===== src/rtl/decode_pkg.sv =====
// Shared decode definitions: opcodes, instruction classes, field positions,
// and the skid-buffer occupancy states.
package decode_pkg;

    localparam logic [5:0] OP_RTYPE = 6'h00;
    localparam logic [5:0] OP_J     = 6'h02;
    localparam logic [5:0] OP_JAL   = 6'h03;
    localparam logic [5:0] OP_BEQ   = 6'h04;
    localparam logic [5:0] OP_BNE   = 6'h05;
    localparam logic [5:0] OP_ADDI  = 6'h08;
    localparam logic [5:0] OP_ADDIU = 6'h09;
    localparam logic [5:0] OP_SLTI  = 6'h0A;
    localparam logic [5:0] OP_ANDI  = 6'h0C;
    localparam logic [5:0] OP_ORI   = 6'h0D;
    localparam logic [5:0] OP_XORI  = 6'h0E;
    localparam logic [5:0] OP_LUI   = 6'h0F;
    localparam logic [5:0] OP_LW    = 6'h23;
    localparam logic [5:0] OP_SW    = 6'h2B;

    localparam int OPC_LSB   = 26;
    localparam int RS_LSB    = 21;
    localparam int RT_LSB    = 16;
    localparam int RD_LSB    = 11;
    localparam int FUNCT_LSB = 0;
    localparam int FUNCT_W   = 6;
    localparam int IMM_LSB   = 0;

    typedef enum logic [1:0] {
        ICLASS_R       = 2'd0,
        ICLASS_I       = 2'd1,
        ICLASS_J       = 2'd2,
        ICLASS_ILLEGAL = 2'd3
    } iclass_t;

    typedef enum logic [1:0] {
        SB_EMPTY = 2'd0,
        SB_ONE   = 2'd1,
        SB_TWO   = 2'd2
    } sb_state_t;

    function automatic iclass_t classify(input logic [5:0] op);
        iclass_t cls;
        case (op)
            OP_RTYPE:     cls = ICLASS_R;
            OP_J, OP_JAL: cls = ICLASS_J;
            OP_BEQ, OP_BNE, OP_ADDI, OP_ADDIU, OP_SLTI, OP_ANDI,
            OP_ORI, OP_XORI, OP_LUI, OP_LW, OP_SW:
                          cls = ICLASS_I;
            default:      cls = ICLASS_ILLEGAL;
        endcase
        return cls;
    endfunction

    // Logical immediates are zero-extended; everything else sign-extends.
    function automatic logic zero_extends(input logic [5:0] op);
        return (op == OP_ANDI) || (op == OP_ORI) || (op == OP_XORI);
    endfunction

endpackage


===== src/rtl/instr_decode_stage_skid_buffer2.sv =====
// Two-entry valid/ready skid buffer with flush; head entry always drives dout.
module skid_buffer2
    import decode_pkg::*;
#(
    parameter int W = 32
) (
    input  logic         clk,
    input  logic         rst,
    input  logic         flush,
    input  logic         in_valid,
    output logic         in_ready,
    input  logic [W-1:0] din,
    output logic         out_valid,
    input  logic         out_ready,
    output logic [W-1:0] dout
);

    sb_state_t    state;
    logic [W-1:0] headEntry;
    logic [W-1:0] skidEntry;
    logic         accept;
    logic         emit;

    assign accept    = in_valid && in_ready;
    assign emit      = out_valid && out_ready;
    assign out_valid = (state != SB_EMPTY);
    assign dout      = headEntry;

    // Occupancy FSM; in_ready is registered as "next state is not full".
    always_ff @(posedge clk) begin
        if (rst || flush) begin
            state     <= SB_EMPTY;
            headEntry <= '0;
            skidEntry <= '0;
            in_ready  <= !rst;
        end else begin
            in_ready <= 1'b1;
            case (state)
                SB_EMPTY: begin
                    if (accept) begin
                        headEntry <= din;
                        state     <= SB_ONE;
                    end
                end
                SB_ONE: begin
                    if (accept && emit) begin
                        headEntry <= din;
                    end else if (accept) begin
                        skidEntry <= din;
                        state     <= SB_TWO;
                        in_ready  <= 1'b0;
                    end else if (emit) begin
                        state <= SB_EMPTY;
                    end
                end
                SB_TWO: begin
                    if (emit) begin
                        headEntry <= skidEntry;
                        state     <= SB_ONE;
                    end else begin
                        in_ready <= 1'b0;
                    end
                end
                default: begin
                    state <= SB_EMPTY;
                end
            endcase
        end
    end

endmodule


===== src/rtl/instr_decode_stage.sv =====
// Registered decode stage: buffers fetched words and splits the head entry
// into register/immediate fields plus a class and extend-mode flag.
module instr_decode_stage
    import decode_pkg::*;
#(
    parameter int IW    = 32,
    parameter int IMM_W = 16,
    parameter int OPC_W = 6,
    parameter int REG_W = 5
) (
    input  logic               clk,
    input  logic               rst,
    input  logic               flush,
    input  logic               in_valid,
    output logic               in_ready,
    input  logic [IW-1:0]      instr,
    output logic               out_valid,
    input  logic               out_ready,
    output logic [OPC_W-1:0]   opcode,
    output logic [REG_W-1:0]   rs,
    output logic [REG_W-1:0]   rt,
    output logic [REG_W-1:0]   rd,
    output logic [FUNCT_W-1:0] funct,
    output logic [IMM_W-1:0]   imm16,
    output logic               imm_signed,
    output logic [1:0]         iclass,
    output logic               illegal
);

    logic [IW-1:0] headWord;
    iclass_t       headClass;

    skid_buffer2 #(
        .W(IW)
    ) u_skid (
        .clk       (clk),
        .rst       (rst),
        .flush     (flush),
        .in_valid  (in_valid),
        .in_ready  (in_ready),
        .din       (instr),
        .out_valid (out_valid),
        .out_ready (out_ready),
        .dout      (headWord)
    );

    assign opcode = headWord[OPC_LSB +: OPC_W];
    assign rs     = headWord[RS_LSB +: REG_W];
    assign rt     = headWord[RT_LSB +: REG_W];
    assign rd     = headWord[RD_LSB +: REG_W];
    assign funct  = headWord[FUNCT_LSB +: FUNCT_W];
    assign imm16  = headWord[IMM_LSB +: IMM_W];

    // Class and extend mode are only meaningful while a word is presented.
    assign headClass  = classify(opcode);
    assign iclass     = headClass;
    assign illegal    = out_valid && (headClass == ICLASS_ILLEGAL);
    assign imm_signed = out_valid && !zero_extends(opcode);

endmodule


===== config.mk =====
export PLATFORM = sky130hd
export DESIGN_NAME = instr_decode_stage
export DESIGN_NICKNAME = d
export VERILOG_FILES = /design/src/rtl/decode_pkg.sv /design/src/rtl/instr_decode_stage_skid_buffer2.sv /design/src/rtl/instr_decode_stage.sv
export SDC_FILE = /design/constraint.sdc
export NUM_CORES = 1
export LEC_CHECK = 0
export ABC_CLOCK_PERIOD_IN_PS = 2200
export CORE_ASPECT_RATIO = 2
export CORE_MARGIN = 5
export CORE_UTILIZATION = 43
export CTS_CLUSTER_DIAMETER = 60
export DETAILED_ROUTE_END_ITERATION = 16
export PLACE_DENSITY = 0.77
export SLEW_MARGIN = 15
export SYNTH_ARGS = -nofsm -noshare
export SYNTH_HDL_FRONTEND = slang
export SYNTH_SLANG_ARGS = --single-unit
export TNS_END_PERCENT = 10

===== constraint.sdc =====
create_clock -name clk -period 2.2 [get_ports clk]
set_input_delay 0.33 -clock clk [delete_from_list [all_inputs] [get_ports clk]]
set_output_delay 0.33 -clock clk [all_outputs]
set_load 0.02 [all_outputs]

==> metrics <==
outcome=completed; RSZ-0062 raised after global routing=true; Max Fclk=464.9 MHz; H-tree Lvls=3; Root Driver=clkbuf_16; slowest stage cell, crit path=a211o_1; total power=about 3700 uW; Worst Path Buf+Inv=1; Hold Path Cell Cnt=2; Crit Path Max Fanout=4; Final GP Congestion=~0.92; Hold Fails Final Rpt=0; Synth cell types=34; die width=roughly 70 um; Initial Util=0.4424; # IOs=between 80 and 90; Initial DRC Count=143; ys async rst share=0; row cnt=43; Layout Nets=between 400 and 500; CP required=2.47 ns; share of cells above drive strength 1=0.1077; die height=between 100 and 150 um; Clock Tree Buf Depth=2; Slew Viols, Final=0; top-area cell type share of the netlist area=0.4464; # diodes=0; CP endpoint kind=register; pre-CTS setup slack=-0.1493 ns; Slowest Stage Delay on Critical Path=around 0.34 ns; area grow syn2layout=45.81%; hold crit path type=reg2reg; DP Cell Count=around 530; grt ovf=0; clock skew=0.005610 ns; largest net degree at the start of global routing=39; DR vias=2,858; Synthesized Nets=around 410; Pre-antenna DRT Iters=4; Mapped Area=roughly 0.0031 mm2; Setup-failing EPs final=0; Worst EP arrival=2.42 ns; Register-to-Register Path Depth=8; Synth Flop Type=dfxtp_1; Cell Area, Placed=roughly 0.0041 mm2; Seq cells post-synth=between 60 and 70; Synth Warn #=0; all-layer global routing usage=0.1847; critical path class=reg2reg; Met2 Wirelength=around 4800 um; post-synthesis sequential area ratio=0.4464; Syn Area/Cell=roughly 8.4 um2; Vias/cell=between 5 and 6; vias in the first global route=approximately 2,800; most common cell in the netlist=nand2_1; measured slew at the worst slew-check pin=between 0.4 and 0.5 ns; largest area contributor in the netlist=dfxtp_1; Worst Setup Start Kind=register; DR DRC count=0; period utilisation layout=0.9776; CTS clock-pin slew for the worst setup and hold paths=~0.05 ns; hpwl dp=between 5000 and 6000 um; post-route ant nets=0; first-pass GRT wire length=~13,000 um; number of antenna violations at the first check in global routing=0; maxcap violations=0; CP Depth=8; core area=0.006994 mm2; number of synthesized flops with an enable pin=0; routed length on met3=335 um; max_slew headroom=0.7220; fillers=about 580; Total Routed Length=8507 um; Most common cell on crit path=a211o_1; metal1 wirelength=3135 um; crit-path cells=inv_1, ha_4, nand3b_1, a211o_1, a21o_1, mux2i_4, nor4b_2, a211o_1; routed wire length per instance=between 15 and 20 um; top layer in use=met4; leak pwr=roughly 0.0016 uW; post-route minimum period=around 2.2 ns; Sink Count=69; worst setup margin=roughly 0.05 ns; Clk Latency, worst-skew pair=around 0.33 ns; DIE AREA=between 0.009 and 0.01 mm2; CTS Buf Count=9; top cells by area, synth=dfxtp_1, mux2i_1, nand2_1; Crit path max-delay family=compound AO/OA/AOI/OAI gates; Syn Inst Count=about 370; design area=0.004512 mm2; PortBufs=85; fin cells=approximately 550; Max VDD drop=715.9 uV; PwrDens=between 800 and 900 mW/mm2; CTS tree=built; Post-synth top cells=nand2_1, dfxtp_1, nor2_1
==> where the power goes <==
group,switching (uW),internal [uW],leakage [uW]
sequential,37.2,1300,0.000560
clock,518,1200,0.000176
combinational,335,324,0.000831
total,891,2830,0.00157
==> final timing paths <==
kind                                                  startpoint                               end  slack (ns)
worst min register to register  u_skid.skidEntry[0]$_SDFFE_PP0P_  u_skid.skidEntry[0]$_SDFFE_PP0P_        0.45
worst max-delay path                u_skid.state[0]$_SDFFE_PP0P_                 iclass[1]$_DFF_P_        0.05
worst max register to register      u_skid.state[0]$_SDFFE_PP0P_                 iclass[1]$_DFF_P_        0.05
worst min-delay path            u_skid.skidEntry[0]$_SDFFE_PP0P_  u_skid.skidEntry[0]$_SDFFE_PP0P_        0.45
==> final cells by class <==
class | instances | area (um2) | share of cell area
Multi-Input combinational cell | 258 | 1531 | 0.3394
Tap cell | 90 | 112.6 | 0.02496
Inverter | 5 | 18.77 | 0.004160
Sequential cell | 69 | 1383 | 0.3064
Clock buffer | 13 | 270.3 | 0.05990
Clock inverter | 3 | 90.09 | 0.01997
Timing Repair Buffer | 107 | 1106 | 0.2451
==> state kept, by name, indices dropped and copies added, names as in the netlist <==
| name | count |
|---|---|
| iclass | 2 |
| u_skid.skidEntry | 32 |
| u_skid.dout | 32 |
| u_skid.in_ready | 1 |
| u_skid.state | 2 |
==> routing by layer <==
layer,track usage,vias up
met5,0,-
met4,0.1038,0
met3,0.04472,23
met2,0.3413,79
met1,0.1874,1338
li1,-,1418
==> cells by family (layout without fill, tap and decap cells) <==
group | Yosys count | count (layout) | synth area share
AO/OA/AOI/OAI | 86 | 86 | 0.1779
adder cells (fa/ha/maj) | 5 | 5 | 0.02022
buffers and inverters | 40 | 128 | 0.06996
flip-flops | 69 | 69 | 0.4464
multiplexers | 32 | 32 | 0.1076
AND/OR/NAND/NOR | 135 | 135 | 0.1779
==> cells in the final DEF (no fill, tap or decap), types with 3 or more instances in the layout <==
| cell type | count |
|---|---|
| mux2i_1 | 30 |
| ha_1 | 3 |
| buf_12 | 6 |
| o21ai_0 | 5 |
| a21oi_1 | 38 |
| nand2_1 | 74 |
| nor2_1 | 42 |
| a31oi_1 | 4 |
| clkdlybuf4s50_1 | 83 |
| inv_1 | 5 |
| dfxtp_1 | 68 |
| nand2b_1 | 4 |
| clkbuf_8 | 3 |
| a211oi_1 | 29 |
| clkbuf_16 | 10 |
| bufinv_16 | 3 |
| buf_4 | 15 |
==> metrics by stage <==
step / util / hold slack, ns / TNS (ns)
6_report: 0.6451 / 0.4523 / 0
5_1_grt: 0.6451 / 0.4701 / -0.009479
4_1_cts: 0.6369 / 0.4520 / 0
3_5_place_dp: 0.5848 / 0.4446 / -0.5165
3_3_place_gp: 0.5848 / 0.4370 / -0.06008
2_1_floorplan: - / 0.3994 / 0
==> worst reg2reg max path, delay by kind of cell, from the launching register on <==
kind,cells,cell delay (ns)
adder cells (fa/ha/maj),1,0.20
buffers and inverters,1,0.10
flip-flops,1,0.33
AO/OA/AOI/OAI,3,0.75
AND/OR/NAND/NOR,2,0.50
multiplexers,1,0.22
==> what timing repair did <==
| item | in CTS | in global routing |
|---|---|---|
| pin swaps | 0 | 2 |
| setup buffers | 0 | 1 |
| endpoints found under the hold margin | 0 | 0 |
| endpoints found under the setup margin | 3 | 22 |
| resized for setup | 3 | 6 |
| hold buffers | 0 | 0 |
| cloned | 0 | 1 |
Note: power is estimated with default switching activity, not from simulation.
